$ cat config.mk
export PLATFORM = sky130hd
export DESIGN_NAME = mem_port_master
export DESIGN_NICKNAME = d
export VERILOG_FILES = /design/src/rtl/sh_mem_pkg.sv /design/src/rtl/mem_rsp_fifo.sv /design/src/rtl/mem_port_master.sv
export SDC_FILE = /design/constraint.sdc
export NUM_CORES = 1
export LEC_CHECK = 0
export BUFFER_PORTS_ARGS = -buffer_cell sky130_fd_sc_hd__buf_4
export CORE_MARGIN = 10
export CORE_UTILIZATION = 55
export CTS_CLUSTER_SIZE = 25
export DETAILED_ROUTE_END_ITERATION = 16
export PLACE_DENSITY = 0.82
export SYNTH_ARGS = -nofsm -noshare
export SYNTH_HDL_FRONTEND = slang
export SYNTH_HIERARCHICAL = 1
export SYNTH_SLANG_ARGS = --single-unit
$ cat constraint.sdc
create_clock -name clk -period 2.7 [get_ports clk]
set_input_delay 0.54 -clock clk [delete_from_list [all_inputs] [get_ports clk]]
set_output_delay 0.54 -clock clk [all_outputs]
set_load 0.02 [all_outputs]
$ cat src/rtl/sh_mem_pkg.sv
// Shared types and byte-lane helpers for the CPU-side memory port master.
// Lane numbering is big-endian: byte offset 0 is bits [31:24].
package sh_mem_pkg;

    typedef enum logic [1:0] {
        BYTE = 2'b00,
        WORD = 2'b01,
        LONG = 2'b10
    } size_e;

    typedef enum logic [1:0] {
        IDLE    = 2'b00,
        RD_WAIT = 2'b01,
        RMW_WR  = 2'b10
    } state_e;

    typedef struct packed {
        logic [31:0] rdata;
        logic        err;
    } rsp_t;

    // Size 11 is illegal; WORD needs even address, LONG needs 4-byte alignment.
    function automatic logic size_err(input logic [1:0] size, input logic [1:0] off);
        return (size == 2'b11) || ((size == WORD) && off[0]) || ((size == LONG) && (off != 2'b00));
    endfunction

    // Right-shift that brings the addressed lane down to bit 0.
    function automatic logic [4:0] lane_shift(input logic [1:0] size, input logic [1:0] off);
        case (size)
            BYTE:    return {~off, 3'b000};
            WORD:    return {~off[1], 4'b0000};
            default: return 5'd0;
        endcase
    endfunction

    function automatic logic [31:0] lane_mask(input logic [1:0] size);
        case (size)
            BYTE:    return 32'h0000_00FF;
            WORD:    return 32'h0000_FFFF;
            default: return 32'hFFFF_FFFF;
        endcase
    endfunction

    // Pull the addressed lane out of a RAM word, zero-extended.
    function automatic logic [31:0] lane_extract(input logic [31:0] d, input logic [1:0] size,
                                                 input logic [1:0] off);
        return (d >> lane_shift(size, off)) & lane_mask(size);
    endfunction

    // Replace only the addressed lane of a RAM word with right-aligned write data.
    function automatic logic [31:0] lane_merge(input logic [31:0] d, input logic [31:0] w,
                                               input logic [1:0] size, input logic [1:0] off);
        logic [31:0] m;
        m = lane_mask(size) << lane_shift(size, off);
        return (d & ~m) | ((w << lane_shift(size, off)) & m);
    endfunction

endpackage

$ cat src/rtl/mem_rsp_fifo.sv
// Two-entry response FIFO. A push is visible at the head the next cycle;
// push and pop together are legal at any occupancy. Head reads 0 when empty.
module mem_rsp_fifo #(
    parameter type T = logic
) (
    input  logic       clk,
    input  logic       rst_n,
    input  logic       push,
    input  T           din,
    output logic       valid,
    input  logic       ready,
    output T           dout,
    output logic [1:0] cnt
);

    T     mem [2];
    logic wp;
    logic rp;
    logic pop;

    assign valid = (cnt != 2'd0);
    assign pop   = valid && ready;
    assign dout  = valid ? mem[rp] : '0;

    // Storage, pointers and occupancy.
    always_ff @(posedge clk or negedge rst_n) begin
        if (!rst_n) begin
            mem[0] <= '0;
            mem[1] <= '0;
            wp     <= 1'b0;
            rp     <= 1'b0;
            cnt    <= 2'd0;
        end else begin
            if (push) begin
                mem[wp] <= din;
                wp      <= ~wp;
            end
            if (pop) rp <= ~rp;
            case ({push, pop})
                2'b10:   cnt <= cnt + 2'd1;
                2'b01:   cnt <= cnt - 2'd1;
                default: cnt <= cnt;
            endcase
        end
    end

endmodule

$ cat src/rtl/mem_port_master.sv
// CPU-side master for one port of a dual-port word RAM. Handles byte/word/long
// accesses; sub-word writes are read-modify-write over two cycles.
import sh_mem_pkg::*;

module mem_port_master #(
    parameter int ADDR_WIDTH = 8,
    parameter int DATA_WIDTH = 32
) (
    input  logic                  clk,
    input  logic                  rst_n,
    input  logic                  req_valid,
    output logic                  req_ready,
    input  logic                  req_we,
    input  logic [1:0]            req_size,
    input  logic [ADDR_WIDTH+1:0] req_addr,
    input  logic [DATA_WIDTH-1:0] req_wdata,
    output logic                  rsp_valid,
    input  logic                  rsp_ready,
    output logic [DATA_WIDTH-1:0] rsp_rdata,
    output logic                  rsp_err,
    output logic                  ram_en,
    output logic                  ram_we,
    output logic [ADDR_WIDTH-1:0] ram_addr,
    output logic [DATA_WIDTH-1:0] ram_wdata,
    input  logic [DATA_WIDTH-1:0] ram_rdata
);

    state_e                state;
    logic [ADDR_WIDTH+1:0] addr_q;
    logic [1:0]            size_q;
    logic [31:0]           wdata_q;
    logic [1:0]            fifo_cnt;
    logic                  inflight;
    logic                  acc;
    logic                  bad;
    logic                  push;
    rsp_t                  push_d;
    rsp_t                  head;

    // A non-IDLE state always owes exactly one response next cycle.
    assign inflight  = (state != IDLE);
    assign req_ready = rst_n && (state == IDLE) && (({1'b0, fifo_cnt} + {2'b00, inflight}) < 3'd2);
    assign acc       = req_valid && req_ready;
    assign bad       = size_err(req_size, req_addr[1:0]);

    // RAM port drive and FIFO push, decided from state and the accepted request.
    always_comb begin
        ram_en    = 1'b0;
        ram_we    = 1'b0;
        ram_addr  = '0;
        ram_wdata = '0;
        push      = 1'b0;
        push_d    = '0;
        case (state)
            IDLE: begin
                if (acc) begin
                    if (bad) begin
                        push       = 1'b1;
                        push_d.err = 1'b1;
                    end else if (req_we && (req_size == LONG)) begin
                        ram_en    = 1'b1;
                        ram_we    = 1'b1;
                        ram_addr  = req_addr[ADDR_WIDTH+1:2];
                        ram_wdata = req_wdata;
                        push      = 1'b1;
                    end else begin
                        // Reads and the read half of a read-modify-write.
                        ram_en   = 1'b1;
                        ram_addr = req_addr[ADDR_WIDTH+1:2];
                    end
                end
            end
            RD_WAIT: begin
                push         = 1'b1;
                push_d.rdata = lane_extract(ram_rdata, size_q, addr_q[1:0]);
            end
            RMW_WR: begin
                ram_en    = 1'b1;
                ram_we    = 1'b1;
                ram_addr  = addr_q[ADDR_WIDTH+1:2];
                ram_wdata = lane_merge(ram_rdata, wdata_q, size_q, addr_q[1:0]);
                push      = 1'b1;
            end
            default: ;
        endcase
    end

    // FSM and request latch; only two-cycle accesses leave IDLE.
    always_ff @(posedge clk or negedge rst_n) begin
        if (!rst_n) begin
            state   <= IDLE;
            addr_q  <= '0;
            size_q  <= 2'b00;
            wdata_q <= '0;
        end else begin
            case (state)
                IDLE: begin
                    if (acc && !bad && !(req_we && (req_size == LONG))) begin
                        state   <= req_we ? RMW_WR : RD_WAIT;
                        addr_q  <= req_addr;
                        size_q  <= req_size;
                        wdata_q <= req_wdata;
                    end
                end
                default: state <= IDLE;
            endcase
        end
    end

    mem_rsp_fifo #(.T(rsp_t)) u_rsp_fifo (
        .clk   (clk),
        .rst_n (rst_n),
        .push  (push),
        .din   (push_d),
        .valid (rsp_valid),
        .ready (rsp_ready),
        .dout  (head),
        .cnt   (fifo_cnt)
    );

    assign rsp_rdata = head.rdata;
    assign rsp_err   = head.err;

endmodule

==> results <==
- The flow ran to the end, but the final reports show violations.
- The checks that failed: negative setup slack.
- The height of the die is 131.1 um.
- The total of endpoints with negative setup slack in the final report is 32.
- The average size of a mapped cell is 11.44 sq um.
- In this run the core area contains 40 standard-cell rows.
- The net count after synthesis is 679.
- Summed over all cells, the static leakage comes to 0.004531 uW.
- In the final layout, the share of cells above drive strength 1 is 0.5051.
- The portion of the post-synthesis area used by sequential elements is 0.4278.
- Across the whole layout, storage elements account for 2908 sq um.
- The detailed-router iteration count before antenna repair is 5.
- Summed over all layers, the global routing overflow is 0.
- Along the worst path, the maximum fanout reaches 6.
- The data arrival time of the critical path is 2280 ps.
- For this run, the number of Yosys warnings is 6.
- The netlist area before placement is 6785 sq um.
- Setup repair after global routing could not meet its margin everywhere.
- The number of register bits inferred by synthesis is 116.
- The worst relative slew slack is 0.2853.
- In the post-synthesis netlist, the biggest area contributors are dfrtp_1, mux2_2, mux2i_1.
- The highest metal layer carrying signal wires in the routed design is met4.
- The via count of the first global-routing pass is 6091.
- The worst setup path is captured at an output port.
- OpenSTA, run right after detailed placement, puts the worst setup slack at 270.5 ps.
- TritonCTS built the clock tree.
- The count of routing violations after the opening detailed-route iteration is 588.
- 0 antenna diodes ended up in the layout.
- The initial antenna violation count is 0.
- The number of failing hold endpoints at the final stage is 0.
- Once detail routing completed, the nets flagged for antenna violations numbered 0.
- In this run the tool buffered the top-level ports with 157 buffer cells.
- The clock transition time at the flip-flop clock pins of the worst setup and hold paths is 50 ps.
- The number of clock buffers added by TritonCTS is 17.
- Max-cap violations in this run came to 0.
- The final number of max-transition violations is 0.
- The worst path in the final design needs a cycle of 2823 ps, including I/O delays and setup.
- For this run, the leading register cell type out of synthesis is dfrtp_1.
- The global-route wire length before repair is 32.54 mm.
- In the synthesized netlist the async set-or-reset flop fraction comes to 1.000.
- The I/O pin count is 158.
- In this run, distinct cell masters in the synthesized netlist total 50.
- Detailed routing placed a total of 2.391 mm of wire on met3.
- The global routing usage summed across all routing layers is 0.2460.
- Summed over all layers, the routed wires come to 22.80 mm.
- Measured along the x axis, the die boundary spans 131.1 um.
- The final critical-path setup slack is -122.9 ps.
- After floorplanning, the core was sized to cover 12060 sq um.
- Detailed routing inserted a total of 5944 vias.
- The final non-filler cell area is 9219 sq um.
- The synthesized design spends more area on one cell type than any other, namely dfrtp_1.
- Static timing analysis puts the maximum clock frequency at 0.3542 GHz.
- The worst hold path belongs to the class in2async.
- The number of nets in the layout is 857.
- The met1 layer wirelength in the final routing is 8.378 mm.
- The total of hold buffers inserted after clock tree synthesis is 0.
- The largest net degree at the start of global routing is 87.
- STA classifies the critical path startpoint as a flop.
- Counting the fill cells in the layout gives 726.
- The starting utilization of the core area is 0.5626.
- The clock tree synthesis step divided the H-tree into 4 levels.
- The critical path in this run is classified as reg2out.
- The insertion delay to the later sink of the worst-skew pair is 420 ps.
- At the pin with the least slew margin, the transition time is 1072 ps.
- The worst clock skew is 10.56 ps.
- The synthesized netlist cell count is 593.
- The maximum clock path buffer count is 2.
- In the final timing run, aggregate negative setup slack is -1648 ps.
- Dividing the detail-routed wire length by the instance count gives 23.95 um.
- By count the netlist is led by dfrtp_1, mux2_2, mux2i_1.
- The required time of the worst setup path is 2160 ps.
- The area of the multi-input gates is 3739 sq um.
- Counting flops with a built-in enable in the synthesized netlist gives 0.
- The worst-case IR drop observed on VDD is 0.0006281 V.
- The tree built by TritonCTS fans out to 116 sinks.
- The final critical-path share of the clock period is 1.046.
- The cell sitting at the root of the clock tree is a clkbuf_16.
- The total die area is 17180 sq um.
- The remaining routing DRC violations is 0.
- The placed instances occupy a cell area of 8128 sq um.
- The sum of net half-perimeters after detailed placement is 14.80 mm.
- Of the post-synthesis cell area, the dominant cell type holds 0.4278.
- Relative to the synthesized area, the layout overhead comes to 35.87%.
- The average vias per placed instance is 6.244.
- Detailed routing placed a total of 10.79 mm of wire on met2.
- The total power divided by cell area is 1172 nW/um^2.
- The global placement routability congestion is 0.8765.
==> power breakdown <==
part | total (uW) | switching [uW] | leakage, uW | internal, uW
Clock | 2270 | 836 | 0.000278 | 1430
Sequential | 2980 | 577 | 0.00152 | 2400
Combinational | 5560 | 2930 | 0.00273 | 2630
Total | 10800 | 4340 | 0.00453 | 6470
==> cells by family (layout without fill, tap and decap cells) <==
family	Yosys count	in the layout	synth area share
AO/OA/AOI/OAI	91	92	0.1003
XOR/XNOR	5	5	0.006455
adder cells (fa/ha/maj)	5	5	0.009220
buffers and inverters	55	245	0.04702
flip-flops	116	116	0.4278
multiplexers	178	178	0.3002
AND/OR/NAND/NOR	143	143	0.1090
==> routing by layer <==
metal | track usage | up-vias
met5 | 0 | -
met4 | 0.1040 | 0
li1 | - | 2530
met3 | 0.08367 | 120
met1 | 0.2934 | 2908
met2 | 0.3983 | 386
==> final cells by class <==
cell class                      count  area share
Clock buffer                       21     0.05103
Timing Repair Buffer              202      0.1872
Sequential cell                   116      0.3154
Clock inverter                     11     0.01357
Multi-Input combinational cell    423      0.4055
Inverter                           11    0.004479
Tap cell                          168     0.02280
==> through the flow <==
step | total power [uW] | hold slack, ps | util | std cells
2_1_floorplan | 6261 | 244.4 | - | 593
3_5_place_dp | 7762 | 487.5 | 0.6739 | 896
4_1_cts | 10260 | 180.1 | 0.7382 | 938
5_1_grt | 11280 | 207.6 | 0.7643 | 952
6_report | 10800 | 183.1 | 0.7643 | 952
3_3_place_gp | 7589 | 468.6 | 0.6739 | 896
==> final timing paths <==
path | start | end | slack (ps) | depth (start not counted)
max in group asynchronous | rst_n | u_rsp_fifo/rp | 1000 | 3
hold reg to reg | u_rsp_fifo/mem[53] | u_rsp_fifo/mem[53] | 500 | 1
hold / removal | rst_n | addr_q[6] | 180 | 2
setup / recovery | state[1] | ram_wdata[25] | -120 | 7
min in group clk | req_wdata[5] | wdata_q[5] | 360 | 2
setup reg to reg | state[0] | u_rsp_fifo/mem[59] | 260 | 11
==> state kept, by name, summed over array words and instances, names as in the netlist <==
name,count
addr_q,10
size_q,2
state,2
u_rsp_fifo/cnt,2
u_rsp_fifo/mem,66
u_rsp_fifo/rp,1
u_rsp_fifo/wp,1
wdata_q,32
==> layout by cell type (no fill, tap or decap), types with 6 or more instances in the layout <==
cell / instances
o2bb2ai_1: 11
mux2_2: 116
buf_6: 21
a22o_1: 8
mux4_2: 6
dfrtp_1: 112
a21oi_1: 15
clkbuf_16: 19
nor2_1: 39
buf_4: 171
buf_12: 7
a21o_1: 8
nand2_1: 28
inv_1: 8
and3_1: 23
mux2i_1: 52
o21ai_0: 9
nand3_1: 18
and2_1: 10
o2bb2ai_2: 12
==> worst max-delay path, cell delays in order, from the launching register on <==
cell and delay [ps]:
dfrtp_1 390, buf_4 140, ha_2 250, and2_1 260, a31oi_4 280, a221oi_1 100, a221o_1 300, buf_6 140
==> repair_timing <==
item,4_1_cts,5_1_grt
pin swaps,3,6
cloned,1,3
gates resized for setup,17,42
setup endpoints to repair,33,33
setup buffers,9,12
(Power assumes the default switching activity.)
